## config.mk

```make
export PLATFORM = sky130hd
export DESIGN_NAME = ifetch_queue
export DESIGN_NICKNAME = d
export VERILOG_FILES = /design/src/rtl/ifq_pkg.sv /design/src/rtl/ifq_fifo.sv /design/src/rtl/ifetch_queue.sv
export SDC_FILE = /design/constraint.sdc
export NUM_CORES = 1
export LEC_CHECK = 0
export BUFFER_PORTS_ARGS = -buffer_cell sky130_fd_sc_hd__buf_2
export CORE_UTILIZATION = 41
export CTS_BUF_LIST = sky130_fd_sc_hd__clkbuf_16
export DETAILED_ROUTE_END_ITERATION = 10
export SKIP_CTS_REPAIR_TIMING = 1
export SYNTH_ARGS = -nofsm -noshare
export SYNTH_HDL_FRONTEND = slang
export SYNTH_SLANG_ARGS = --single-unit
```

## constraint.sdc

```tcl
create_clock -name clk -period 3.7 [get_ports clk]
set_clock_uncertainty 0.1 [all_clocks]
set_input_delay 0.74 -clock clk [delete_from_list [all_inputs] [get_ports clk]]
set_output_delay 0.74 -clock clk [all_outputs]
set_load 0.02 [all_outputs]
```

## src/rtl/ifq_pkg.sv

```systemverilog
// Shared types for the instruction fetch queue.
// Fetch FSM states, FIFO entry layout and the address helper.
package ifq_pkg;

  localparam int INST_W = 32;
  localparam int ADDR_W = 32;

  localparam logic [ADDR_W-1:0] DEF_RESET_PC = 32'h0000_0000;

  typedef enum logic [1:0] {
    FETCH = 2'd0,
    WAIT  = 2'd1,
    DROP  = 2'd2
  } state_t;

  typedef struct packed {
    logic [ADDR_W-1:0] pc;
    logic [INST_W-1:0] inst;
  } entry_t;

  function automatic logic [ADDR_W-1:0] align(
    input logic [ADDR_W-1:0] a
  );
    return a & ~ADDR_W'(3);
  endfunction

endpackage

```

## src/rtl/ifq_fifo.sv

```systemverilog
// Synchronous FIFO of {pc,inst} entries for the fetch queue.
// Head entry reads straight from storage and reads as zero when empty.
module ifq_fifo
  import ifq_pkg::*;
#(
  parameter int DEPTH = 4
) (
  input  logic                   clk,
  input  logic                   rst_n,
  input  logic                   push,
  input  entry_t                 din,
  input  logic                   pop,
  input  logic                   flush,
  output entry_t                 dout,
  output logic [$clog2(DEPTH):0] count,
  output logic                   full,
  output logic                   empty
);

  localparam int AW = $clog2(DEPTH);
  localparam logic [AW:0] CNT_MAX = (AW+1)'(DEPTH);

  entry_t        mem [DEPTH];
  logic [AW-1:0] rd_ptr;
  logic [AW-1:0] wr_ptr;

  always_ff @(posedge clk or negedge rst_n) begin
    if (!rst_n) begin
      rd_ptr <= '0;
      wr_ptr <= '0;
      count  <= '0;
    end else if (flush) begin
      rd_ptr <= '0;
      wr_ptr <= '0;
      count  <= '0;
    end else begin
      if (push) wr_ptr <= wr_ptr + 1'b1;
      if (pop)  rd_ptr <= rd_ptr + 1'b1;
      unique case ({push, pop})
        2'b10:   count <= count + 1'b1;
        2'b01:   count <= count - 1'b1;
        default: ;
      endcase
    end
  end

  always_ff @(posedge clk) begin
    if (push && !flush) mem[wr_ptr] <= din;
  end

  assign empty = (count == '0);
  assign full  = (count == CNT_MAX);
  assign dout  = empty ? '0 : mem[rd_ptr];

endmodule

```

## src/rtl/ifetch_queue.sv

```systemverilog
// Fetch front end: owns the PC, one outstanding imem request,
// buffers responses for decode and restarts on redirect.
module ifetch_queue
  import ifq_pkg::*;
#(
  parameter int                DEPTH    = 4,
  parameter logic [ADDR_W-1:0] RESET_PC = DEF_RESET_PC
) (
  input  logic              clk,
  input  logic              rst_n,
  output logic              imem_req,
  output logic [ADDR_W-1:0] imem_addr,
  input  logic              imem_gnt,
  input  logic              imem_rvalid,
  input  logic [INST_W-1:0] imem_rdata,
  input  logic              redirect_valid,
  input  logic [ADDR_W-1:0] redirect_pc,
  output logic              inst_valid,
  output logic [INST_W-1:0] inst_data,
  output logic [ADDR_W-1:0] inst_pc,
  input  logic              inst_ready
);

  localparam int CW = $clog2(DEPTH) + 1;
  localparam logic [CW-1:0] CNT_MAX = CW'(DEPTH);

  state_t            state;
  state_t            state_nxt;
  logic [ADDR_W-1:0] fetch_pc;
  logic [ADDR_W-1:0] req_pc;
  logic              gnt_ok;
  logic              push;
  logic              pop;
  logic              full;
  logic              empty;
  logic [CW-1:0]     count;
  logic              credit;
  entry_t            wr_entry;
  entry_t            rd_entry;

  assign credit = (count < CNT_MAX);

  always_ff @(posedge clk or negedge rst_n) begin
    if (!rst_n) state <= FETCH;
    else        state <= state_nxt;
  end

  always_comb begin
    state_nxt = state;
    unique case (state)
      FETCH: if (gnt_ok) state_nxt = WAIT;
      WAIT: begin
        if (imem_rvalid)         state_nxt = FETCH;
        else if (redirect_valid) state_nxt = DROP;
      end
      DROP:    if (imem_rvalid) state_nxt = FETCH;
      default: state_nxt = FETCH;
    endcase
  end

  // Request is masked during reset so memory sees no fetch
  always_comb begin
    imem_req = 1'b0;
    push     = 1'b0;
    unique case (state)
      FETCH:   imem_req = rst_n && credit && !redirect_valid;
      WAIT:    push = imem_rvalid && !redirect_valid;
      default: ;
    endcase
    gnt_ok = imem_req && imem_gnt;
  end

  always_ff @(posedge clk or negedge rst_n) begin
    if (!rst_n) begin
      fetch_pc <= RESET_PC;
      req_pc   <= '0;
    end else begin
      if (redirect_valid)  fetch_pc <= align(redirect_pc);
      else if (gnt_ok)     fetch_pc <= fetch_pc + 32'd4;
      if (gnt_ok)          req_pc   <= fetch_pc;
    end
  end

  assign imem_addr = fetch_pc;

  assign wr_entry.pc   = req_pc;
  assign wr_entry.inst = imem_rdata;

  ifq_fifo #(
    .DEPTH (DEPTH)
  ) u_fifo (
    .clk   (clk),
    .rst_n (rst_n),
    .push  (push),
    .din   (wr_entry),
    .pop   (pop),
    .flush (redirect_valid),
    .dout  (rd_entry),
    .count (count),
    .full  (full),
    .empty (empty)
  );

  assign inst_valid = !empty && !redirect_valid;
  assign pop        = inst_valid && inst_ready;
  assign inst_data  = rd_entry.inst;
  assign inst_pc    = rd_entry.pc;

  no_overflow: assert property (
    @(posedge clk) disable iff (!rst_n) push |-> !full
  );

endmodule

```

==> results.tsv <==
metric	value	unit
status	finished clean	
r2r_end	imem_addr[16]$_DFFE_PN0N_	
synth_flop_cell	edfxtp_1	
cts_max_path_buffers	3	
root_buffer	clkbuf_16	
path_class	flop to primary output	
cp_top_family	flip-flops	
portBuffers	161	
worst_slew_pin_slew	0.821	ns
netlist_instances	793	
die_x	179	um
drc	0	
cp.arrival	2.55	ns
synth-edff-count	248	
avgSynthCellArea	16.2	um^2
gp_congestion	0.795	
place_inst	1330	
setup_slack	0.311	ns
multi_input_area	3440	um^2
drt-total-wl	27.5	mm
max_stage_delay	0.82	ns
tns	0	ns
seq_area	9180	um^2
ant_nets	0	
ys_ff_latch	317	
antenna_found_initial	1	
layout-drive-gt1-share	31.0	%
initial_core_util	41.8	%
vias	7324	
holdPathEnd	state[1]$_DFFE_PN0P_	
power_leakage	5.78	nW
netlist_area	12800	um^2
holdPathStages	2	
fillCellCount	2597	
synth_area_leaders	edfxtp_1, dfrtp_1, mux4_2, nand2_1, and2_1	
grt_use_total	17.7	%
std_cell_rows	64	
powerDensity	594	nW/um^2
crit_required	2.86	ns
drt_iter0_drc	490	
drv_slew	0	
worstSetupEndpointType	primary output	
synth_top_cell_area_share	58.0	%
first_global_vias	7229	
layout.nets	1047	
drtPass1Iterations	5	
grt_max_degree	63	
area_growth	19.6	%
route.detailed.wl_per_inst	19.7	um
finalHoldViolations	0	
clk_pin_slew	0.06	ns
ys.warnings.count	0	
htreeDepth	2	
path_cells	buf_4 > mux4_2 > and2_1 > buf_2	
irDropWorstVdd	0.248	mV
r2r-start	imem_addr[2]$_DFFE_PN0N_	
crit_slowest_cell	dfrtp_4	
numCtsBuffers	34	
grt-ovfl-total	0	
max_freq	295	MHz
post-route-period-util	91.6	%
hold_path_class	input pin to flop	
coreArea	30700	um^2
whs	0.323	ns
synthTopCellsByCount	edfxtp_1, nand2_1, and2_1, dfrtp_1, mux4_2	
reg2reg_slack	1.27	ns
rr_worst_depth	6	
cp_num_buf_inv	2	
crit_path_start_kind	flop	
dp_hpwl	17.5	mm
pre_cts_slack	0.763	ns
die_y	179	um
grt_pass1_wl	42.2	mm
cts.sinks	317	
final-setup-viol-count	0	
synthArstFlopShare	21.8	%
cap_violations	0	
vias_per_cell	5.26	
final_cell_count_no_fill	1393	
ios	168	
cts_tree	built	
rsz0062_at_grt	no	
yosysSeqAreaShare	71.5	%
cp_max_fo	29	
synth_top_area_cell	edfxtp_1	
slew_headroom	45.2	%
yosysMostFrequentCell	edfxtp_1	
min_period	3.39	ns
die-area	32000	um^2
synth_cell_types	50	
hold_start	imem_rvalid	
insertion_delay	0.51	ns
## cell type report
type	instances	share of cell area, %
Antenna cell	1	0.0163
Clock buffer	37	6.03
Clock inverter	24	1.19
Inverter	5	0.122
Multi-Input combinational cell	426	22.4
Sequential cell	317	59.8
Tap cell	396	3.23
Timing Repair Buffer	187	7.13
## metrics by stage
step                      utilization [%]  cell area [um^2]  total power [mW]
final                                50.0             15300              9.11
after floorplan                         -             12800              5.32
after detailed placement             46.4             14200              5.89
after global routing                 50.0             15300              9.54
after global placement               46.4             14200              5.87
after CTS                            50.0             15300              9.23
## power breakdown
group	internal, mW	leakage (nW)	switching (mW)
clock	2.01	0.573	1.31
sequential	4.13	3.11	0.264
combinational	0.596	2.10	0.794
## kinds of logic after synthesis
kind of cell	share of synthesized area, %
flops	71.5
simple gates	10.7
compound gates	3.61
mux	11.0
buf+inv	1.85
xor+xnor	0.614
fa+ha+maj	0.644
other cells	0.0292
## routing by layer
metal / track usage, % / part of all wire [%] / vias to the layer above
li1: - / - / 3383
met3: 4.22 / 6.7 / 32
met1: 25.0 / 45 / 3676
met4: 4.59 / 1.5 / 0
met5: 0 / 0 / -
met2: 27.4 / 47 / 233
## cells in the final DEF, fill, tap and decap left out, drive strengths merged, types with 2 or more instances in the layout
cell type  netlist  layout
or4              3       3
nand2          126     126
nor2            20      20
edfxtp         248     248
nor3             5       5
clkbuf          27      37
mux4            62      62
a21o             4       4
a31oi            5       5
a221o            4       4
clkinv           0      14
and4             5       5
a21oi            8       8
mux2i            2       2
o211ai           7       7
nand3           22      22
dfrtp           69      69
and2            69      69
nand4            8       8
o21bai           2       2
o21ai           16      16
a31o             2       2
nand3b           2       2
o311ai          10      10
xnor2            5       5
buf             21     186
inv              5      12
and3             8       8
bufinv           0       3
nor3b            2       2
ha               5       5
conb             1       4
xor2             4       4
or3              3       3
## worst reg2reg max path, cell delays in order, from the launching register on
cell     delay (ns)
dfrtp_1        0.46
ha_1           0.23
nand3_1        0.14
nor2_2         0.50
nand2_1        0.25
o311a_1        0.39
a211o_1        0.27
## how the worst max path moves through the flow
stage / startpoint / end / depth (start not counted)
floorplan: redirect_valid / u_fifo.mem[0][0]$_DFFE_PP_ / 4
global placement: u_fifo.rd_ptr[0]$_DFFE_PN0P_ / inst_pc[21] / 4
detailed placement: u_fifo.rd_ptr[0]$_DFFE_PN0P_ / inst_pc[21] / 4
CTS: u_fifo.rd_ptr[0]$_DFFE_PN0P_ / inst_pc[21] / 4
global route: u_fifo.rd_ptr[0]$_DFFE_PN0P_ / inst_data[31] / 4
finish: u_fifo.rd_ptr[0]$_DFFE_PN0P_ / inst_pc[21] / 4
## registers in the layout, indices dropped and copies added (netlist names)
signal,count
u_fifo.wr_ptr,2
req_pc,30
state,2
u_fifo.count,3
u_fifo.rd_ptr,2
imem_addr,30
u_fifo.mem,248
No activity file was read; power rests on OpenSTA's default activity.
